`config.mk`:
```
export PLATFORM = sky130hd
export DESIGN_NAME = fsm_dispatch_flat
export DESIGN_NICKNAME = d
export VERILOG_FILES = /design/src/rtl/fsm_dispatch_pkg.sv /design/src/rtl/fsm_dispatch_if.sv /design/src/rtl/op_fsm_decode.sv /design/src/rtl/fsm_dispatch.sv /design/src/flat_wrapper.sv
export SDC_FILE = /design/constraint.sdc
export NUM_CORES = 1
export LEC_CHECK = 0
export CAP_MARGIN = 10
export CORE_MARGIN = 1
export CORE_UTILIZATION = 53
export DETAILED_ROUTE_END_ITERATION = 7
export GPL_TIMING_DRIVEN = 0
export HOLD_SLACK_MARGIN = 0.05
export PLACE_DENSITY = 0.84
export SYNTH_ARGS = -nofsm -noshare
export SYNTH_HDL_FRONTEND = slang
export SYNTH_SLANG_ARGS = --single-unit
```
`constraint.sdc`:
```
create_clock -name clk -period 4.6 [get_ports clk]
set_clock_uncertainty 0.05 [all_clocks]
set_input_delay 0.46 -clock clk [delete_from_list [all_inputs] [get_ports clk]]
set_output_delay 0.46 -clock clk [all_outputs]
set_load 0.02 [all_outputs]
```
`src/rtl/fsm_dispatch_pkg.sv`:
```
// rtl/fsm_dispatch_pkg.sv - shared opcodes, start-pulse codes, field positions and states for the dispatcher
package fsm_dispatch_pkg;

    localparam logic TRUE  = 1'b1;
    localparam logic FALSE = 1'b0;

    localparam int OP_HI = 15;
    localparam int OP_LO = 12;
    localparam int P1_HI = 11;
    localparam int P1_LO = 6;
    localparam int P2_HI = 5;
    localparam int P2_LO = 0;

    localparam logic [3:0] OP_ADD   = 4'h1;
    localparam logic [3:0] OP_SUB   = 4'h2;
    localparam logic [3:0] OP_AND   = 4'h3;
    localparam logic [3:0] OP_OR    = 4'h4;
    localparam logic [3:0] OP_XOR   = 4'h5;
    localparam logic [3:0] OP_CMP   = 4'h6;
    localparam logic [3:0] OP_NOT   = 4'h7;
    localparam logic [3:0] OP_INC   = 4'h8;
    localparam logic [3:0] OP_DEC   = 4'h9;
    localparam logic [3:0] OP_MOVE  = 4'hA;
    localparam logic [3:0] OP_MOVI  = 4'hB;
    localparam logic [3:0] OP_LOAD  = 4'hC;
    localparam logic [3:0] OP_STORE = 4'hD;

    localparam logic [6:0] FSM_BLANK    = 7'b0000000;
    localparam logic [6:0] FSM_ALU_PAR2 = 7'b0000001;
    localparam logic [6:0] FSM_ALU_PAR1 = 7'b0000010;
    localparam logic [6:0] FSM_ALU_NOT  = 7'b0000100;
    localparam logic [6:0] FSM_MOVE     = 7'b0001000;
    localparam logic [6:0] FSM_MOVI     = 7'b0010000;
    localparam logic [6:0] FSM_LOAD     = 7'b0100000;
    localparam logic [6:0] FSM_STORE    = 7'b1000000;
    localparam logic [6:0] FSM_ERROR    = 7'b1111111;

    typedef enum logic [2:0] {
        S_FETCH,
        S_FWAIT,
        S_DECODE,
        S_DISPATCH,
        S_EXEC,
        S_ERROR
    } state_e;

endpackage

```
`src/rtl/fsm_dispatch_if.sv`:
```
// rtl/fsm_dispatch_if.sv - memory fetch handshake and sub-FSM start/done bus
interface fsm_dispatch_if #(
    parameter int PC_W = 8
);
    logic            memRead;
    logic [PC_W-1:0] memAddr;
    logic            mfc;
    logic [15:0]     memData;
    logic [6:0]      nextFSM;
    logic [3:0]      aluOp;
    logic [5:0]      para1;
    logic [5:0]      para2;
    logic [6:0]      resFsm;

    modport master (
        output memRead, memAddr, nextFSM, aluOp, para1, para2,
        input  mfc, memData, resFsm
    );

    modport slave (
        input  memRead, memAddr, nextFSM, aluOp, para1, para2,
        output mfc, memData, resFsm
    );
endinterface

```
`src/rtl/op_fsm_decode.sv`:
```
// rtl/op_fsm_decode.sv - opcode to one-hot execute-FSM class, flags unassigned opcodes
module op_fsm_decode
    import fsm_dispatch_pkg::*;
(
    input  logic [3:0] opcode,
    output logic [6:0] fsm_class,
    output logic       illegal
);

    always_comb begin
        fsm_class = FSM_BLANK;
        illegal   = FALSE;
        case (opcode)
            OP_ADD, OP_SUB, OP_AND,
            OP_OR, OP_XOR, OP_CMP:  fsm_class = FSM_ALU_PAR2;
            OP_INC, OP_DEC:         fsm_class = FSM_ALU_PAR1;
            OP_NOT:                 fsm_class = FSM_ALU_NOT;
            OP_MOVE:                fsm_class = FSM_MOVE;
            OP_MOVI:                fsm_class = FSM_MOVI;
            OP_LOAD:                fsm_class = FSM_LOAD;
            OP_STORE:               fsm_class = FSM_STORE;
            default:                illegal   = TRUE;
        endcase
    end

endmodule

```
`src/rtl/fsm_dispatch.sv`:
```
// rtl/fsm_dispatch.sv - fetch/decode/dispatch controller for the execute sub-FSMs
module fsm_dispatch
    import fsm_dispatch_pkg::*;
#(
    parameter int PC_W    = 8,
    parameter int TIMEOUT = 31
) (
    input  logic           clk,
    input  logic           rst,
    input  logic           run,
    fsm_dispatch_if.master bus,
    output logic           busy,
    output logic           error
);

    localparam int              CNT_W   = $clog2(TIMEOUT + 1);
    localparam logic [CNT_W-1:0] CNT_MAX = CNT_W'(TIMEOUT);

    state_e           state, state_nx;
    logic [PC_W-1:0]  pc, pc_nx;
    logic [CNT_W-1:0] cnt, cnt_nx;
    logic [15:0]      ir, ir_nx;
    logic [6:0]       cls, cls_nx;
    logic             mem_read_q, mem_read_nx;
    logic [6:0]       next_fsm_q, next_fsm_nx;
    logic [3:0]       alu_op_q, alu_op_nx;
    logic [5:0]       para1_q, para1_nx;
    logic [5:0]       para2_q, para2_nx;
    logic             busy_q, busy_nx;
    logic             error_q, error_nx;
    logic [6:0]       dec_class;
    logic             dec_illegal;
    logic             res_hit;

    op_fsm_decode u_decode (
        .opcode    (ir[OP_HI:OP_LO]),
        .fsm_class (dec_class),
        .illegal   (dec_illegal)
    );

    // Only the done bit of the class that was started counts.
    assign res_hit = |(bus.resFsm & cls);

    always_ff @(posedge clk) begin
        if (rst) begin
            state      <= S_FETCH;
            pc         <= '0;
            cnt        <= '0;
            ir         <= '0;
            cls        <= FSM_BLANK;
            mem_read_q <= 1'b0;
            next_fsm_q <= FSM_BLANK;
            alu_op_q   <= '0;
            para1_q    <= '0;
            para2_q    <= '0;
            busy_q     <= 1'b0;
            error_q    <= 1'b0;
        end else begin
            state      <= state_nx;
            pc         <= pc_nx;
            cnt        <= cnt_nx;
            ir         <= ir_nx;
            cls        <= cls_nx;
            mem_read_q <= mem_read_nx;
            next_fsm_q <= next_fsm_nx;
            alu_op_q   <= alu_op_nx;
            para1_q    <= para1_nx;
            para2_q    <= para2_nx;
            busy_q     <= busy_nx;
            error_q    <= error_nx;
        end
    end

    always_comb begin
        state_nx = state;
        case (state)
            S_FETCH:    if (run) state_nx = S_FWAIT;
            S_FWAIT:    if (bus.mfc) state_nx = S_DECODE;
                        else if (cnt == CNT_MAX) state_nx = S_ERROR;
            S_DECODE:   state_nx = dec_illegal ? S_ERROR : S_DISPATCH;
            S_DISPATCH: state_nx = S_EXEC;
            S_EXEC:     if (res_hit) state_nx = S_FETCH;
                        else if (cnt == CNT_MAX) state_nx = S_ERROR;
            S_ERROR:    state_nx = S_ERROR;
            default:    state_nx = S_ERROR;
        endcase
    end

    // Outputs are computed from the upcoming state so every port is a flop.
    always_comb begin
        pc_nx     = pc;
        cnt_nx    = cnt;
        ir_nx     = ir;
        cls_nx    = cls;
        alu_op_nx = alu_op_q;
        para1_nx  = para1_q;
        para2_nx  = para2_q;
        case (state)
            S_FETCH:    cnt_nx = '0;
            S_FWAIT:    if (bus.mfc) ir_nx = bus.memData;
                        else cnt_nx = cnt + 1'b1;
            S_DECODE: begin
                alu_op_nx = ir[OP_HI:OP_LO];
                para1_nx  = ir[P1_HI:P1_LO];
                para2_nx  = ir[P2_HI:P2_LO];
                cls_nx    = dec_class;
            end
            S_DISPATCH: cnt_nx = '0;
            S_EXEC:     if (res_hit) pc_nx = pc + 1'b1;
                        else cnt_nx = cnt + 1'b1;
            default:    ;
        endcase
        mem_read_nx = (state_nx == S_FWAIT);
        busy_nx     = (state_nx == S_DISPATCH) || (state_nx == S_EXEC);
        error_nx    = (state_nx == S_ERROR);
        if (state_nx == S_DISPATCH)   next_fsm_nx = dec_class;
        else if (state_nx == S_ERROR) next_fsm_nx = FSM_ERROR;
        else                          next_fsm_nx = FSM_BLANK;
    end

    assign bus.memRead = mem_read_q;
    assign bus.memAddr = pc;
    assign bus.nextFSM = next_fsm_q;
    assign bus.aluOp   = alu_op_q;
    assign bus.para1   = para1_q;
    assign bus.para2   = para2_q;
    assign busy        = busy_q;
    assign error       = error_q;

endmodule
```
`src/flat_wrapper.sv`:
```
// flat-port wrapper written by rule: the top's interface ports become plain ports
module fsm_dispatch_flat import fsm_dispatch_pkg::*;
#(
    parameter int PC_W    = 8,
    parameter int TIMEOUT = 31
)
  (clk, rst, run, busy, error, bus_memRead, bus_memAddr, bus_nextFSM, bus_aluOp, bus_para1, bus_para2, bus_mfc, bus_memData, bus_resFsm);
  fsm_dispatch_if #(.PC_W(PC_W)) bus_i ();
  input  logic clk;
  input  logic rst;
  input  logic run;
  output logic busy;
  output logic error;
  output wire logic [$bits(bus_i.memRead)-1:0] bus_memRead;
  output wire logic [$bits(bus_i.memAddr)-1:0] bus_memAddr;
  output wire logic [$bits(bus_i.nextFSM)-1:0] bus_nextFSM;
  output wire logic [$bits(bus_i.aluOp)-1:0] bus_aluOp;
  output wire logic [$bits(bus_i.para1)-1:0] bus_para1;
  output wire logic [$bits(bus_i.para2)-1:0] bus_para2;
  input wire logic [$bits(bus_i.mfc)-1:0] bus_mfc;
  input wire logic [$bits(bus_i.memData)-1:0] bus_memData;
  input wire logic [$bits(bus_i.resFsm)-1:0] bus_resFsm;
  assign bus_memRead = bus_i.memRead;
  assign bus_memAddr = bus_i.memAddr;
  assign bus_nextFSM = bus_i.nextFSM;
  assign bus_aluOp = bus_i.aluOp;
  assign bus_para1 = bus_i.para1;
  assign bus_para2 = bus_i.para2;
  assign bus_i.mfc = bus_mfc;
  assign bus_i.memData = bus_memData;
  assign bus_i.resFsm = bus_resFsm;
  fsm_dispatch #(.PC_W(PC_W), .TIMEOUT(TIMEOUT)) u_core (.clk(clk), .rst(rst), .run(run), .bus(bus_i), .busy(busy), .error(error));
endmodule
```
# Yosys cells after proc, flatten, opt, wreduce, memory -nomap -nowiden
# Index checks and enable logic that the tools add are counted.
# word_totals
regBits	65
word_cells	62
latch_bits	0
output_inout_bits	34
input_bits	27
mem_bits_ro	0
ramBits	0
n_memories	0
# classes
multipliers	0
bitwise_logic	1
addsub	2
eq_ne	24
n_shift	0
div_mod_pow	0
mux	12
n_reduce_logical	11
magnitude_cmp	0
# ops
cell	count
$pmux 7 s7	1
$eq 4x4->1 const B	6
$eq 4x3->1 const B	4
$mux 3	5
$pmux 3 s5	1
$pmux 5 s3	1
$mux 7	2
$reduce_or 13->1	1
$mux 5	2
$eq 3x2->1 const B	3
$eq 3x3->1 const B	3
$add 8x1->8 const B	1
$eq 4x2->1 const B	2
$and 7x7->7	1
$reduce_or 7->1	1
$eq 3x1->1 const B	2
$reduce_or 6->1	1
$add 5x1->5 const B	1
$eq 5x5->1 const B	1
$eq 4x1->1 const B	1
$ne 2x2->1 const B	2
$reduce_and 2->1	2
$reduce_or 2->1	2
$logic_not 3->1	1
other kinds (3)	3

# Longest topological paths before layout
# Gate-level depths: netlist of run 1.
# depth
ltp_word	7
depth_mapped	8
depth_no_buf	8

# Cells and area by module
# Synthesis of run 1 repeated with hierarchy kept, for this count alone.
# unflattened
hier_cells	321
area_unflattened_um2	2621.3
# by_module_without_submodules
module	cells_per_inst	n_inst	area_each_um2
fsm_dispatch	306	1	2523.7
op_fsm_decode	15	1	97.6

# Worst setup path before layout of run 1
# OpenSTA, ideal clock, no wires.
# synth_timing
path_kind	register to register
from	reg u_core.cnt[0]
to	reg u_core.busy_q, in the netlist u_core.busy
setup_slack_ns	2.607
arrival_ns	1.822
required_time_ns	4.429
setup_time_ns	0.121
stages_incl_launch_ff	9
cell_sequence	dfxtp_1 ha_1 and3_1 ha_1 nor2b_1 o21ai_0 a22oi_2 a31oi_1 mux2_2
# synth_between
elab_chain_len	6
# synth_rtl
item	line_no	rtl
start, declared	fsm_dispatch.sv:21	logic [CNT_W-1:0] cnt, cnt_nx;
start signal, assigned	fsm_dispatch.sv:61	cnt <= cnt_nx;
$eq 5x5->1 *	fsm_dispatch.sv:79, fsm_dispatch.sv:83	
$mux 3 *	fsm_dispatch.sv:79, fsm_dispatch.sv:83	
$mux 3, on equally long branches	fsm_dispatch.sv:82, fsm_dispatch.sv:78	
$pmux 3 s5 *	fsm_dispatch.sv:76	case (state)
$eq 3x2->1 / $eq 3x3->1 (equally long branches)	fsm_dispatch.sv:114	busy_nx = (state_nx == S_DISPATCH) || (state_nx == S_EXEC);
$logic_or 1x1->1 *	fsm_dispatch.sv:114	
end signal, assigned	fsm_dispatch.sv:69	busy_q <= busy_nx;
end, declared	fsm_dispatch.sv:29	logic busy_q, busy_nx;
# Every way passes the cells marked *; elsewhere a longest branch is shown, timed or not.
# A chain may end at the register's enable or synchronous reset.

# Final worst setup path of run 1
# Ends and elaborated chain as after synthesis.

==> results of run 1 <==
-- power breakdown --
part | internal (mW) | total [mW] | switching, mW
clock | 0.209 | 0.436 | 0.226
combinational | 0.0672 | 0.154 | 0.0868
sequential | 0.580 | 0.587 | 0.00768
-- final cells by class --
cell class | count | area (µm²) | share of cell area
multi-input combinational | 228 | 1261 | 0.3556
timing repair buffer | 59 | 590.6 | 0.1665
clock buffer | 10 | 137.6 | 0.03880
sequential | 65 | 1301 | 0.3668
buffer | 21 | 110.1 | 0.03104
clock inverter | 6 | 43.79 | 0.01235
tap | 67 | 83.83 | 0.02363
inverter | 5 | 18.77 | 0.005291
-- cell usage after synthesis (2+ instances only) --
master    instances  area, µm²
inv_2             2      7.510
dfxtp_1          65       1301
nor4_2            2      25.02
xor2_1            2      17.52
and3_1            3      18.77
a21oi_1          43      215.2
a31oi_1           2      12.51
nand3_1           5      25.02
nor3_1            7      35.03
nand2_1          77      289.0
o31ai_1           5      37.54
inv_1             3      11.26
xnor2_1           8      70.07
nor2b_1           3      18.77
ha_1              3      37.54
nor2_1           30      112.6
o21ai_1           2      10.01
a22oi_1           2      15.01
nand3b_1          2      15.01
mux2i_1           2      20.02
or2_2             2      12.51
clkbuf_1          8      30.03
o21ai_0           2      10.01
buf_4             4      30.03
buf_2             7      35.03
-- state kept, by name (all words and copies together) (netlist names) --
register and flops:
u_core.busy 1, u_core.bus.para1 6, u_core.ir 16, u_core.bus.memRead 1
u_core.cnt 5, u_core.bus.memAddr 8, u_core.bus.para2 6, u_core.bus.aluOp 4
u_core.error 1, u_core.bus.nextFSM 7, u_core.state 3, u_core.cls 7
-- how the worst max path moves through the flow --
| stage | start | endpoint | slack, ps | depth (start not counted) |
|---|---|---|---|---|
| 3_3_place_gp | bus_resFsm[1] | u_core.cnt[3] | 2290 | 6 |
| 4_1_cts | u_core.cnt[0] | u_core.busy | 2380 | 8 |
| 2_1_floorplan | u_core.cnt[0] | u_core.busy | 2610 | 8 |
| 5_1_grt | u_core.cnt[0] | u_core.busy | 2210 | 8 |
| 3_5_place_dp | bus_resFsm[1] | u_core.cnt[3] | 2270 | 6 |
| 6_report | u_core.cnt[0] | u_core.busy | 2360 | 8 |
-- worst max-delay path: stages (launching register included) --
cell and delay, ps:
dfxtp_1 340, ha_1 220, and3_1 190, ha_1 200, nor2b_1 130, o21ai_0 230
a22oi_2 140, a31oi_1 260, mux2_2 360
-- metal layers --
metal / global-route usage / wire (µm) / up-vias
met5: 0 / 0 / -
met4: 0.09150 / 121 / 0
met3: 0.07819 / 272 / 12
met2: 0.4547 / 3142 / 58
met1: 0.2882 / 2590 / 1134
li1: - / - / 1211
-- kinds of logic (layout without fill, tap and decap cells) --
logic type	count (synthesis)	after routing
simple gates	147	147
buf+inv	26	101
compound gates	64	64
mux	4	4
fa+ha+maj	3	3
flops	65	65
xor+xnor	10	10
-- metrics by stage --
step	setup slack [ps]	hold WS (ps)	util
after global routing	2209	407.1	0.7364
after global placement	2292	386.8	0.6987
after detailed placement	2268	395.1	0.6987
final	2365	408.3	0.7364
after CTS	2383	405.3	0.7364
after floorplan	2607	382.1	-
-- cells in the final DEF, fill, tap and decap left out, drive strengths merged, types with 4 or more instances in the layout --
| cell | instances |
|---|---|
| nor2b | 4 |
| and3 | 4 |
| clkbuf | 18 |
| nand2 | 78 |
| nor2 | 32 |
| o31ai | 6 |
| buf | 13 |
| nand3 | 5 |
| xnor2 | 8 |
| nor3 | 7 |
| clkinvlp | 4 |
| o21ai | 4 |
| inv | 5 |
| a21oi | 44 |
| dfxtp | 65 |
| clkdlybuf4s50 | 59 |
==> summary.txt, run 1 <==
Min path
  • Hold Path Depth: 2
  • Hold WC Path Type: reg2reg
  • Worst min-delay path startpoint: u_core.ir[4]
  • Hold Path End: u_core.ir[4]

Worst setup path
  • R2R Setup Slk: 2360 ps
  • CP Capture Type: flip-flop
  • Crit Reg-Reg Startpoint: u_core.cnt[0]
  • CP arrival: 2420 ps
  • Reg2reg end: u_core.busy
  • Startpoint types: flip-flop
  • Setup CP Type: reg2reg
  • Required time worst endpoint: 4780 ps
  • Reg2reg path depth: 8
  • Crit Path Max Fanout: 3

STA
  • Final Slew Violations: 0
  • Minimum clock period: 2235 ps
  • Worst slew pin tran: 504.1 ps
  • Max-slew headroom: 0.6639
  • Maximum clock rate: 0.4474 GHz
  • RSZ-0062 raised after global routing: false
  • Setup violators final: 0
  • Final hold violations: 0
  • Setup tns final: 0 ps
  • Tcrit/Tclk final: 0.4859

Clocking
  • Number of CTS-inserted buffers: 9
  • Sink Count: 65
  • Hold Buf Count CTS: 0
  • Post-CTS Setup Inserts: 0
  • CTS tree: yes
  • Longest Clk Path Bufs: 2
  • CTS clk-pin slew, worst paths: 80 ps
  • Root Buffer: clkbuf_8
  • CTS H-tree depth: 3
  • Worst-Skew Late Latency: 340 ps
  • PostCTS Resize Cnt: 0

Synthesis
  • Prevailing post-synth register cell: dfxtp_1
  • Largest family of logic cells by synthesized area: simple AND/OR/NAND/NOR gates
  • Flops & latches, synth: 65
  • Mux share of post-synthesis cell area: 0.01720
  • Register area share after synthesis: 0.4835
  • Post-Synth XOR/XNOR Area: 0.03254
  • Cells after synthesis: 319
  • Post-synth EDFFs: 0
  • Syn Nets: 349
  • Synth unique cells: 53
  • Simple-gate share of the synthesized area: 0.2566
  • Synthesized cell area: 2691 µm²
  • Synthesized area per cell: 8.437 µm²
  • Share of flip-flops with an asynchronous set or reset: 0
  • Synth Area in Compound Gates: 0.1483
  • Ys Warns: 0
  • Adder-cell share of the synthesized area: 0.01395

Finish
  • Fill count: 419
  • Non-Filler Instances: 461
  • Final instance area: 3547 µm²
  • Area grow syn2layout: 31.80%
  • Number of antenna diodes: 0
  • Nets: 419
  • Layout cells sized above 1: 0.1269

Power
  • Pwr dens: 331.8 nW/µm²
  • Power after layout: 1.177 mW
  • P_leak: 1.244 nW
  • IR drop worst, VDD: 0.3312 mV

Routing
  • Routed wire length: 6127 µm
  • Post-route DRC: 0
  • DRT Pass-1 Iters: 4
  • Wire per inst: 13.29 µm
  • DR vias/cell: 5.239
  • DRT iter0 DRCs: 101
  • DR vias: 2,415
  • Antenna-violating nets left: 0

Floorplanning
  • DIE HEIGHT: 73.26 µm
  • Initial core utilization: 0.5587
  • DIE AREA: 5367 µm²
  • Boundary Pins: 61
  • Placeable Area: 4817 µm²
  • Std-Cell Rows: 25
  • Die width: 73.26 µm

GRT
  • Vias in the first global route: 2,345
  • Largest net degree at the start of global routing: 13
  • Total GRT Usage: 0.2559
  • Gr ovfl total: 0
  • First-pass GRT wire length: 10,290 µm
  • Antenna violations before repair: 0

Place
  • Port Buffer Count: 59
  • GPL Wtd Cong: 0.8691
  • Dpl cells: 445
  • HPWL after DPL: 4260 µm
  • Post-DP Area: 3366 µm²

Outcome
  • Status: finished clean

Flow run
  • Maxcap violations: 0
Note: power is estimated with default switching activity, not from simulation.
==> inputs of run 2 (changes only) <==
--- a/config.mk
+++ b/config.mk
@@ -7,11 +7,11 @@
 export LEC_CHECK = 0
 export CAP_MARGIN = 10
 export CORE_MARGIN = 1
-export CORE_UTILIZATION = 53
+export CORE_UTILIZATION = 45
 export DETAILED_ROUTE_END_ITERATION = 7
 export GPL_TIMING_DRIVEN = 0
 export HOLD_SLACK_MARGIN = 0.05
-export PLACE_DENSITY = 0.84
+export PLACE_DENSITY = 0.76
 export SYNTH_ARGS = -nofsm -noshare
 export SYNTH_HDL_FRONTEND = slang
 export SYNTH_SLANG_ARGS = --single-unit
==> constraint.sdc (replaced) <==
create_clock -name clk -period 2 [get_ports clk]
set_clock_uncertainty 0.05 [all_clocks]
set_input_delay 0.2 -clock clk [delete_from_list [all_inputs] [get_ports clk]]
set_output_delay 0.2 -clock clk [all_outputs]
set_load 0.02 [all_outputs]
==> run 2 against run 1 <==
Against the previous run:
- global-route usage shrank 5.0 points
- routed wire length shrank 3.8%
- worst setup slack worse by 2300 ps
- non-clock buffer count increased by 2
- via count fell by 2.7%
- maximum frequency up 18%
- highest routed layer unchanged
==> summary.txt, run 2 (synthesis results as in run 1) <==
Routing
  • Wire per inst: 12.60 µm (-5.2%)
  • DRT Pass-1 Iters: 4 (unchanged)
  • Antenna-violating nets left: 0 (unchanged)
  • DRT iter0 DRCs: 135 (+34%)
  • Routed wire length: 5896 µm (-3.8%)
  • DR vias: 2,351 (-2.7%)
  • DR vias/cell: 5.024 (-4.1%)
  • Post-route DRC: 0 (unchanged)

Floorplanning
  • Boundary Pins: 61 (unchanged)
  • Std-Cell Rows: 27 (+8.0%)
  • DIE HEIGHT: 79.34 µm (+8.3%)
  • Placeable Area: 5642 µm² (+17%)
  • Initial core utilization: 0.4770 (-0.08166)
  • DIE AREA: 6294 µm² (+17%)
  • Die width: 79.34 µm (+8.3%)

STA
  • Setup tns final: 0 ps (unchanged)
  • Tcrit/Tclk final: 0.9508 (+0.4649)
  • Max-slew headroom: 0.6606 (-0.003288)
  • Setup violators final: 0 (unchanged)
  • RSZ-0062 raised after global routing: false
  • Maximum clock rate: 0.5259 GHz (+18%)
  • Final Slew Violations: 0 (unchanged)
  • Hold slack: 344.1 ps (-64.17 ps)
  • Final hold violations: 0 (unchanged)
  • Minimum clock period: 1902 ps (-333.5 ps)
  • Worst slew pin tran: 509.1 ps (+4.932 ps)

Place
  • HPWL after DPL: 4028 µm (-5.5%)
  • Post-DP Area: 3372 µm² (+0.19%)
  • GPL Wtd Cong: 0.8304 (-4.5%)
  • Dpl cells: 450 (+1.1%)
  • Port Buffer Count: 59 (unchanged)

Finish
  • Non-Filler Instances: 468 (+1.5%)
  • Final instance area: 3670 µm² (+3.5%)
  • Nets: 421 (+0.48%)
  • Largest register FFs: 16 (unchanged)
  • Most flops, register: u_core.ir
  • Leading cell type in the layout, fill and taps excluded: nand2_1
  • Layout cells sized above 1: 0.1515 (+0.02461)
  • Post-Route Utilization: 0.6505 (-0.08589)
  • Area grow syn2layout: 36.36%
  • Number of antenna diodes: 0 (unchanged)
  • Commonest non-fill, non-tap cells in the layout: 77 x nand2_1, 63 x dfxtp_1, 59 x clkdlybuf4s50_1

Power
  • Pwr dens: 800.1 nW/µm² (+140%)
  • P_leak: 1.282 nW (+3.1%)
  • IR drop worst, VDD: 0.5229 mV (+58%)

GRT
  • Total GRT Usage: 0.2063 (-0.04957)
  • Largest net degree at the start of global routing: 13 (unchanged)
  • Vias in the first global route: 2,105 (-10%)
  • Antenna violations before repair: 0 (unchanged)
  • First-pass GRT wire length: 9735 µm (-5.4%)
  • Gr ovfl total: 0 (unchanged)

Clocking
  • Worst-Skew Late Latency: 350 ps (about the same)
  • Root Buffer: clkbuf_8
  • Longest Clk Path Bufs: 2 (unchanged)
  • Sink Count: 65 (unchanged)
  • Number of CTS-inserted buffers: 9 (unchanged)
  • CTS clk-pin slew, worst paths: 70 ps (about the same)
  • CTS tree: yes
  • Hold Buf Count CTS: 0 (unchanged)
  • CTS H-tree depth: 3 (unchanged)

Flow run
  • Maxcap violations: 0 (unchanged)

Worst setup path
  • Required time worst endpoint: 2190 ps (-2590 ps)
  • CP Capture Type: flip-flop
  • Crit Path Max Fanout: 3 (unchanged)
  • Startpoint types: flip-flop
  • CP arrival: 2090 ps (-330 ps)
  • Setup CP Type: reg2reg

Outcome
  • Status: finished clean

Min path
  • Hold WC Path Type: in2reg
run 2: through the flow:
stage / setup WS (ps) / power [mW]
after global placement: -137.2 / 1.724
after global routing: 32.71 / 3.059
after CTS: -39.24 / 2.948
final: 98.44 / 2.936
after detailed placement: -141.6 / 1.728
after floorplan: 6.794 / 1.603
run 2: layer usage:
layer | part of all wire | wire length [µm] | track usage
met1 | 0.47 | 2789 | 0.2584
met2 | 0.46 | 2707 | 0.3233
met4 | 0.022 | 128 | 0.1145
met5 | 0 | 0 | 0
met3 | 0.046 | 271 | 0.05057
run 2: repair_timing:
action | 4_1_cts | 5_1_grt
pin swaps | 0 | 3
setup buffers | 1 | 1
setup endpoints to repair | 8 | 10
resized for setup | 2 | 12
run 2: final cells by class:
cell class,count,area [µm²]
fill,482,1972
multi-input combinational,228,1320
sequential,65,1306
timing repair buffer,61,605.6
clock buffer,9,123.9
buffer,21,110.1
clock inverter,7,95.09
tap,72,90.09
inverter,5,18.77
run 2: where the power goes:
| part | internal [mW] | switching, mW | leakage (nW) |
|---|---|---|---|
| logic | 0.164 | 0.203 | 0.646 |
| clock network | 0.700 | 0.516 | 0.109 |
| registers | 1.33 | 0.0182 | 0.527 |
| total | 2.20 | 0.737 | 1.28 |
run 2: worst paths after layout:
kind	start	to	slack, ps	cells after the start
worst max-delay path	u_core.cnt[0]	u_core.busy	100	8
worst min-delay path	bus_memData[1]	u_core.ir[1]	340	3
worst max register to register	u_core.cnt[0]	u_core.busy	100	8
worst min register to register	u_core.ir[4]	u_core.bus.para2[4]	400	2
run 2: worst max-delay path, stage by stage (launching register included):
cell and delay (ps):
dfxtp_4 360, ha_4 150, and3_4 180, ha_4 150
nor2b_4 120, o21ai_2 140, a22oi_2 120, a31oi_2 220
mux2_4 320
==> inputs of run 3 (changes only) <==
--- a/config.mk
+++ b/config.mk
@@ -7,11 +7,12 @@
 export LEC_CHECK = 0
 export CAP_MARGIN = 10
 export CORE_MARGIN = 1
-export CORE_UTILIZATION = 45
+export CORE_UTILIZATION = 50
 export DETAILED_ROUTE_END_ITERATION = 7
 export GPL_TIMING_DRIVEN = 0
 export HOLD_SLACK_MARGIN = 0.05
-export PLACE_DENSITY = 0.76
+export PLACE_DENSITY = 0.8
+export SLEW_MARGIN = 20
 export SYNTH_ARGS = -nofsm -noshare
 export SYNTH_HDL_FRONTEND = slang
 export SYNTH_SLANG_ARGS = --single-unit
==> constraint.sdc (replaced) <==
create_clock -name clk -period 2.15 [get_ports clk]
set_clock_uncertainty 0.05 [all_clocks]
set_input_delay 0.215 -clock clk [delete_from_list [all_inputs] [get_ports clk]]
set_output_delay 0.215 -clock clk [all_outputs]
set_load 0.02 [all_outputs]
==> run 3 against run 2 <==
Against the previous run:
- flip-flop and latch count unchanged
- largest power group unchanged
- total power is 16% lower
- worst setup slack worse by 34 ps
- routed wire length up 0.78%
- global-route usage up 2.7 points
- utilization grew 3.9 points
- via count up 3.0%
- sequential power fell by 7%
==> summary.txt, run 3 (synthesis results as in run 1) <==
Outcome
  • Status: finished clean

GRT
  • Antenna violations before repair: 0 (unchanged)
  • Largest net degree at the start of global routing: 12 (-1)
  • Total GRT Usage: 0.2330 (+0.02669)
  • Gr ovfl total: 0 (unchanged)
  • Vias in the first global route: 2,099 (-0.29%)
  • First-pass GRT wire length: 9618 µm (-1.2%)

Worst setup path
  • Reg2reg end: u_core.busy
  • Crit Path Max Fanout: 3 (unchanged)
  • CP Capture Type: flip-flop
  • Setup CP Type: reg2reg
  • Crit Reg-Reg Startpoint: u_core.cnt[0]
  • Reg2reg path depth: 8 (unchanged)
  • CP arrival: 2260 ps (+170 ps)
  • Startpoint types: flip-flop
  • R2R Setup Slk: 60 ps (-30 ps)
  • Required time worst endpoint: 2330 ps (+140 ps)

Clocking
  • Number of CTS-inserted buffers: 9 (unchanged)
  • CTS clk-pin slew, worst paths: 70 ps (about the same)
  • CTS tree: yes
  • Longest Clk Path Bufs: 2 (unchanged)
  • CTS H-tree depth: 3 (unchanged)
  • Worst-Skew Late Latency: 340 ps (about the same)
  • Hold Buf Count CTS: 0 (unchanged)
  • Root Buffer: clkbuf_8
  • Sink Count: 65 (unchanged)

Floorplanning
  • Initial core utilization: 0.5236 (+0.04657)
  • DIE AREA: 5680 µm² (-9.8%)
  • DIE HEIGHT: 75.37 µm (-5.0%)
  • Boundary Pins: 61 (unchanged)
  • Placeable Area: 5140 µm² (-8.9%)
  • Std-Cell Rows: 26 (-3.7%)
  • Die width: 75.37 µm (-5.0%)

Routing
  • Post-route DRC: 0 (unchanged)
  • DRT Pass-1 Iters: 4 (unchanged)
  • DRT iter0 DRCs: 130 (-3.7%)
  • Routed wire length: 5942 µm (+0.78%)
  • Wire per inst: 12.78 µm (+1.4%)
  • Antenna-violating nets left: 0 (unchanged)
  • DR vias/cell: 5.209 (+3.7%)
  • DR vias: 2,422 (+3.0%)

Finish
  • Number of antenna diodes: 0 (unchanged)
  • Nets: 420 (-0.24%)
  • Largest register FFs: 16 (unchanged)
  • Layout cells sized above 1: 0.1291 (-0.02240)
  • Fill count: 456 (-5.4%)
  • Leading cell type in the layout, fill and taps excluded: nand2_1
  • Area grow syn2layout: 31.75%
  • Commonest non-fill, non-tap cells in the layout: 77 x nand2_1, 65 x dfxtp_1, 59 x clkdlybuf4s50_1
  • Post-Route Utilization: 0.6899 (+0.03940)
  • Most flops, register: u_core.ir
  • Non-Filler Instances: 465 (-0.64%)

STA
  • Setup violators final: 0 (unchanged)
  • Final Slew Violations: 0 (unchanged)
  • Tcrit/Tclk final: 0.9701 (+0.01929)
  • Worst slew pin tran: 567.9 ps (+58.84 ps)
  • Max-slew headroom: 0.6214 (-0.03922)
  • Final hold violations: 0 (unchanged)
  • Maximum clock rate: 0.4795 GHz (-8.8%)
  • Minimum clock period: 2086 ps (+184.1 ps)
  • Hold slack: 370.6 ps (+26.47 ps)

Min path
  • Hold Path Depth: 3 (unchanged)
  • Worst min-delay path startpoint: bus_memData[9]
  • Hold Path End: u_core.ir[9]
  • Hold WC Path Type: in2reg

Power
  • Reg power frac: 0.511 (+0.050)
  • Sw Share: 0.2691 (+0.01800)
  • Clk pwr share: 0.353 (-0.061)
  • P_leak: 1.250 nW (-2.5%)
  • Sw Pwr: 0.6616 mW (-10%)
  • Pwr dens: 693.4 nW/µm² (-13%)
  • IR drop worst, VDD: 0.5143 mV (-1.7%)
  • P_int: 1.797 mW (-18%)
  • Combinational power share: 0.136 (+0.011)

Place
  • GPL Wtd Cong: 0.8499 (+2.3%)
  • Port Buffer Count: 59 (unchanged)
  • HPWL after DPL: 4189 µm (+4.0%)
  • Dpl cells: 448 (-0.44%)

Flow run
  • Maxcap violations: 0 (unchanged)
[run 3: cell count changes in the layout (fill, tap and decap cells not counted), sizes merged]
| cell | delta |
|---|---|
| clkbuf | +1 |
| bufinv | -2 |
| buf | -1 |
| clkinvlp | +1 |
[run 3: power by group through the flow]
stage | logic [mW] | registers [mW] | clock network (mW)
after floorplan | 0.194 | 1.30 | 0
after global placement | 0.322 | 1.28 | 0
after detailed placement | 0.327 | 1.28 | 0
after CTS | 0.332 | 1.26 | 0.885
after global routing | 0.365 | 1.26 | 0.945
final | 0.334 | 1.26 | 0.868
[run 3: area by class of cell]
type                       instances  area, µm²  area share
clock inverter                     6      35.03    0.009880
inverter                           5      18.77    0.005293
multi-input combinational        228       1267      0.3574
buffer                            21      110.1     0.03105
timing repair buffer              60      598.1      0.1687
clock buffer                      10      127.6     0.03599
tap                               70      87.58     0.02470
sequential                        65       1301      0.3670
[run 3: worst max-delay path by stage]
stage / depth (start not counted) / slack [ps] / start / end
after floorplan: 8 / 160 / u_core.cnt[0] / u_core.busy
after global placement: 8 / 10 / u_core.cnt[0] / u_core.busy
after detailed placement: 8 / -10 / u_core.cnt[0] / u_core.busy
after CTS: 8 / 20 / u_core.cnt[0] / u_core.busy
after global routing: 8 / -20 / u_core.cnt[0] / u_core.busy
final: 8 / 60 / u_core.cnt[0] / u_core.busy
[run 3: worst max-delay path, cell delays in order, from the launching register on]
cell and delay [ps]:
dfxtp_1 340, ha_1 210, and3_1 180, ha_1 190
nor2b_1 140, o21ai_1 150, a22oi_2 120, a31oi_2 220
mux2_2 370
[run 3: layer usage]
metal	vias to the layer above	share of wire	track usage
met5	-	0	0
met1	1130	0.47	0.3092
met3	9	0.054	0.03968
li1	1214	-	-
met2	69	0.46	0.3651
met4	0	0.015	0.1235
[run 3: timing repair]
action                                  CTS  global route
endpoints found under the setup margin    1             8
setup buffers                             0             1
resized for setup                         1             1
[run 3: metrics by stage]
stage / total power [mW] / worst slack [ps] / area, µm² / TNS, ps
2_1_floorplan: 1.491 / 156.8 / 2691 / 0
3_3_place_gp: 1.604 / 13.29 / 3369 / 0
3_5_place_dp: 1.611 / -14.59 / 3369 / -14.59
4_1_cts: 2.473 / 17.21 / 3538 / 0
5_1_grt: 2.570 / -19.68 / 3546 / -24.57
6_report: 2.459 / 64.35 / 3546 / 0
